## src/rtl/reverser_serial_unit.sv

```systemverilog
// rtl/reverser_serial_unit.sv - handshaked bit-serial operand reverser for the ALSU datapath
//
// Accepts one operand pair per transaction, keeps A or B (chosen by Sel) and
// shifts it out LSB-first into the MSB-first result register, one bit per clock.
// The finished result is held on a valid/ready port until it is consumed.
//
// Optional feature macro: REVERSER_PARITY_EN (adds the Parity output).
//
// Ports:
//   clk        clock, rising edge
//   rst        asynchronous active-high reset
//   A, B       operands, sampled only on the acceptance edge
//   Sel        source select at acceptance: 0 = A, 1 = B
//   In_Valid   requester has an operand pair
//   In_Ready   block can accept (IDLE only)
//   Out        result register, meaningful while Out_Valid = 1
//   Out_Valid  result available, held until consumed
//   Out_Ready  consumer takes the result
//   Busy       high in SHIFT and DONE
//   Parity     XOR of the completed result (REVERSER_PARITY_EN only)

module reverser_serial_unit #(
  parameter int WIDTH = 4
) (
  input  logic             clk,
  input  logic             rst,
  input  logic [WIDTH-1:0] A,
  input  logic [WIDTH-1:0] B,
  input  logic             Sel,
  input  logic             In_Valid,
  output logic             In_Ready,
  output logic [WIDTH-1:0] Out,
  output logic             Out_Valid,
  input  logic             Out_Ready,
  output logic             Busy
`ifdef REVERSER_PARITY_EN
  ,
  output logic             Parity
`endif
);

  localparam int CNT_W = $clog2(WIDTH);

  typedef enum logic [1:0] {
    IDLE,
    SHIFT,
    DONE
  } state_t;

  state_t             state;
  state_t             state_nxt;
  logic [WIDTH-1:0]   src;
  logic [CNT_W-1:0]   count;
  logic               last_shift;

  assign last_shift = (count == CNT_W'(WIDTH - 1));

  always_ff @(posedge clk or posedge rst) begin
    if (rst) begin
      state <= IDLE;
    end else begin
      state <= state_nxt;
    end
  end

  // Handshake outputs are decoded from state only, so no input reaches an
  // output combinationally.
  always_comb begin
    state_nxt = state;
    In_Ready  = 1'b0;
    Out_Valid = 1'b0;
    Busy      = 1'b0;
    case (state)
      IDLE: begin
        In_Ready = 1'b1;
        if (In_Valid) begin
          state_nxt = SHIFT;
        end
      end
      SHIFT: begin
        Busy = 1'b1;
        if (last_shift) begin
          state_nxt = DONE;
        end
      end
      DONE: begin
        Busy      = 1'b1;
        Out_Valid = 1'b1;
        if (Out_Ready) begin
          state_nxt = IDLE;
        end
      end
      default: begin
        state_nxt = IDLE;
      end
    endcase
  end

  // Source LSB enters the result at bit 0 and is pushed up, so after WIDTH
  // shifts source bit i sits at Out[WIDTH-1-i].
  always_ff @(posedge clk or posedge rst) begin
    if (rst) begin
      src   <= '0;
      Out   <= '0;
      count <= '0;
    end else begin
      case (state)
        IDLE: begin
          if (In_Valid) begin
            src   <= Sel ? B : A;
            Out   <= '0;
            count <= '0;
          end
        end
        SHIFT: begin
          Out <= {Out[WIDTH-2:0], src[0]};
          src <= src >> 1;
          // Saturate so a power-of-two WIDTH never wraps the counter to 0.
          if (!last_shift) begin
            count <= count + CNT_W'(1);
          end
        end
        default: begin
        end
      endcase
    end
  end

`ifdef REVERSER_PARITY_EN
  // Parity is taken from the value Out is about to hold after the final shift.
  always_ff @(posedge clk or posedge rst) begin
    if (rst) begin
      Parity <= 1'b0;
    end else if (state == IDLE && In_Valid) begin
      Parity <= 1'b0;
    end else if (state == SHIFT && last_shift) begin
      Parity <= ^{Out[WIDTH-2:0], src[0]};
    end
  end
`endif

endmodule

```

## config.mk

```make
export PLATFORM = sky130hd
export DESIGN_NAME = reverser_serial_unit
export DESIGN_NICKNAME = d
export VERILOG_FILES = /design/src/rtl/reverser_serial_unit.sv
export SDC_FILE = /design/constraint.sdc
export NUM_CORES = 1
export LEC_CHECK = 0
export ABC_AREA = 1
export CAP_MARGIN = 10
export CORE_ASPECT_RATIO = 1.25
export CORE_UTILIZATION = 36
export CTS_CLUSTER_DIAMETER = 150
export CTS_CLUSTER_SIZE = 40
export DETAILED_ROUTE_END_ITERATION = 10
export GPL_ROUTABILITY_DRIVEN = 0
export SYNTH_ARGS = -nofsm -noshare
export SYNTH_HDL_FRONTEND = slang
export SYNTH_SLANG_ARGS = --single-unit
```

## constraint.sdc

```tcl
create_clock -name clk -period 1.5 [get_ports clk]
set_input_delay 0.375 -clock clk [delete_from_list [all_inputs] [get_ports clk]]
set_output_delay 0.375 -clock clk [all_outputs]
set_load 0.05 [all_outputs]
```

==> results.rst <==
.. list-table::
   :header-rows: 1

   * - Metric
     - Value
   * - Number of library cell types mapped by synthesis
     - 14
   * - Die boundary width
     - 41.4 um
   * - First-pass DRT Iterations
     - 3
   * - Count of input and output buffers
     - 19
   * - Die height
     - 51.2 um
   * - Syn. warnings
     - 0
   * - Area inside the core boundary
     - 0.00179 mm2
   * - Final setup violating endpoints
     - 1
   * - Clock tree sinks
     - 12
   * - CP Buf/Inv Count
     - 2
   * - Final wirelength
     - 1440 um
   * - Sequential cell area fraction in the yosys report
     - 43.0%
   * - # IOs
     - 20
   * - Number of hold-repair buffers added at the cts stage
     - 0
   * - Initial antenna violation count
     - 0
   * - Worst Path Arrival
     - 1.15 ns
   * - Avg Inst Size Synth
     - 7.76 um2
   * - Vias in the first global route
     - 622
   * - Maximum number of pins on one net before global-route repair
     - 13
   * - Worst Setup End Kind
     - output port
   * - Met3 global-route usage
     - 6.52%
   * - Minimum clock period after layout
     - 1.52 ns
   * - Routed vias
     - 653
   * - Maximum VDD drop
     - 0.00184 V
   * - Count of endpoints failing hold in the final timing report
     - 0
   * - Drc violations
     - 0
   * - Data required time at the worst endpoint
     - 1.12 ns
   * - Final design utilization
     - 58.1%
   * - Met2 routing resource usage after global routing
     - 27.1%
   * - Highest Clock Rate
     - 0.656 GHz
   * - Critical Path Slowest Stage Cell
     - dfrtp_1
   * - Kind of cell with the highest combined delay on the critical path
     - flip-flops
   * - Critical path type
     - flip-flop to output port
   * - Transition time at the pin with the least slew margin
     - 0.436 ns
   * - Placement Rows
     - 17
   * - Total leakage power
     - 0.537 nW
   * - Pwr/cell area
     - 2230 mW/mm2
   * - WL per Instance
     - 10.7 um
   * - Worst-case clock skew
     - 0.000589 ns
   * - Overflow left after global routing
     - 0
   * - Area grow syn2layout
     - 48.7%
   * - Outcome
     - finished, violations left
   * - Final period utilization
     - 102%
   * - Worst-path clk slew
     - 0.06 ns
   * - Inserted Clock Buffers
     - 3
   * - Number of max-slew violations in the final report
     - 0
   * - Number of vias per cell after detailed routing
     - 4.87
   * - M1 GR Usage
     - 22.4%
   * - Final net count
     - 136
   * - Layout cells sized above 1
     - 19.1%
   * - Post-Synthesis Cells
     - 90
   * - ANT cells
     - 0
   * - Initial Utilization
     - 39.1%
   * - Clock Tree Buf Depth
     - 2
   * - Final Hold Slack
     - 0.410 ns
   * - Type of origin of the critical path
     - flip-flop
   * - Synthesis-stage register bit count
     - 12
   * - Sequence of cells on the critical path
     - inv_2 > ha_4 > buf_12
   * - Largest fanout on the critical path
     - 4
   * - Max-Cap Viols
     - 0
   * - Slew headroom
     - 70.9%
   * - Drt first-iter violations
     - 4
   * - Floorplan die area
     - 0.00212 mm2
   * - Stage delay of the slowest cell on the critical path
     - 0.40 ns
   * - Synthesized netlist net count
     - 109
   * - Synth Cell Area
     - 698 um2
   * - Detail Route Antenna Nets
     - 0
   * - Most Crowded Layer GR
     - met2
   * - RSZ-0062 raised after global routing
     - yes
   * - Source-to-sink clock delay at the later pin of the worst-skew pair
     - 0.26 ns
   * - Violated checks
     - negative setup slack
   * - Worst hold path class
     - input pin to asynchronous set/reset pin
   * - Clock tree from TritonCTS
     - built
   * - Count of H-tree levels built during CTS
     - 1
   * - Worst Slack Setup Final
     - -0.0247 ns
   * - Half-perimeter wire length after placement
     - 1160 um
   * - Aggregate global-route resource usage
     - 17.8%
   * - Global-route wire length before repair
     - 2510 um
   * - Root cell of the clock tree
     - clkbuf_4
synth_stat cells:
cell type / number / area [um2]
buf_6: 1 / 11.3
dfrtp_1: 12 / 300
ha_1: 6 / 75.1
inv_1: 9 / 33.8
inv_2: 1 / 3.75
inv_4: 1 / 6.26
nand2_1: 37 / 139
nand2_2: 1 / 6.26
nand2_4: 1 / 11.3
nand3_1: 13 / 65.1
nand4_1: 3 / 18.8
nor2_1: 1 / 3.75
o21ai_0: 1 / 5.00
or2_0: 3 / 18.8
flip-flops by register name, summed over array words and instances (netlist names):
signal	cells
Out	4
src	4
count	2
state	2
per-layer routing:
metal / routed length, um / share of wire [%]
met5: 0 / 0
met4: 15 / 1.0
met3: 94 / 6.5
met2: 719 / 50
met1: 610 / 42
worst reg2reg max path, delay by kind of cell (launching register included):
family        cells  cell delay, ns
flops             1            0.42
simple gates      4            0.35
fa+ha+maj         1            0.34
buf+inv           2            0.20
path summary, 6_finish.rpt:
| kind | slack [ns] | to | cells after the start | start |
|---|---|---|---|---|
| min | 0.41 | Out[0] | 2 | rst |
| min reg2reg | 0.47 | src[2] | 2 | src[2] |
| max reg2reg | 0.09 | Out[1] | 7 | state[1] |
| min in group clk | 0.47 | src[2] | 2 | src[2] |
| max | -0.02 | Busy | 3 | state[1] |
| max in group asynchronous | 0.79 | count[1] | 2 | rst |
through the flow:
stage | TNS, ns | instances | worst slack (ns) | area (um2) | power, W
2_1_floorplan | 0 | 90 | 0.0974 | 701 | 0.00147
3_3_place_gp | 0 | 128 | 0.0791 | 981 | 0.00203
3_5_place_dp | 0 | 128 | 0.0192 | 981 | 0.00206
4_1_cts | -0.0362 | 133 | -0.0302 | 1030 | 0.00233
5_1_grt | -0.390 | 134 | -0.0881 | 1040 | 0.00251
6_report | -0.0247 | 134 | -0.0247 | 1040 | 0.00231
cell usage in the layout (no fill, tap or decap), types with 3 or more instances in the layout:
cell             instances
buf_12                   7
or2_0                    3
dfrtp_1                 12
nand2_1                 37
clkbuf_4                 3
inv_2                    3
buf_4                    4
ha_1                     4
inv_1                    7
clkdlybuf4s50_1         12
nand4_1                  3
nand3_1                 13
logic make-up after synthesis:
logic type	Yosys count	synth area share, %
AO/OA/AOI/OAI	1	0.716
buffers and inverters	12	7.88
flip-flops	12	43.0
adder cells (fa/ha/maj)	6	10.8
AND/OR/NAND/NOR	59	37.6
where the power goes:
| part | switching (W) | total [W] | internal [W] |
|---|---|---|---|
| Combinational | 0.000851 | 0.00156 | 0.000705 |
| Sequential | 0.000113 | 0.000577 | 0.000465 |
| Clock | 0.0000880 | 0.000181 | 0.0000925 |
what timing repair did:
| item | in CTS | in global routing |
|---|---|---|
| setup endpoints to repair | 3 | 12 |
| buffers inserted | 2 | 1 |
| resized for setup | 4 | 0 |
| hold endpoints to repair | 0 | 0 |
| gates cloned | 0 | 0 |
layout make-up:
class	count	area [um2]
Clock buffer	3	22.5
Tap cell	19	23.8
Sequential cell	12	300
Timing Repair Buffer	23	290
Fill cell	170	748
Multi-Input combinational cell	66	358
Inverter	11	43.8
Power figures use the tool's default switching activity.
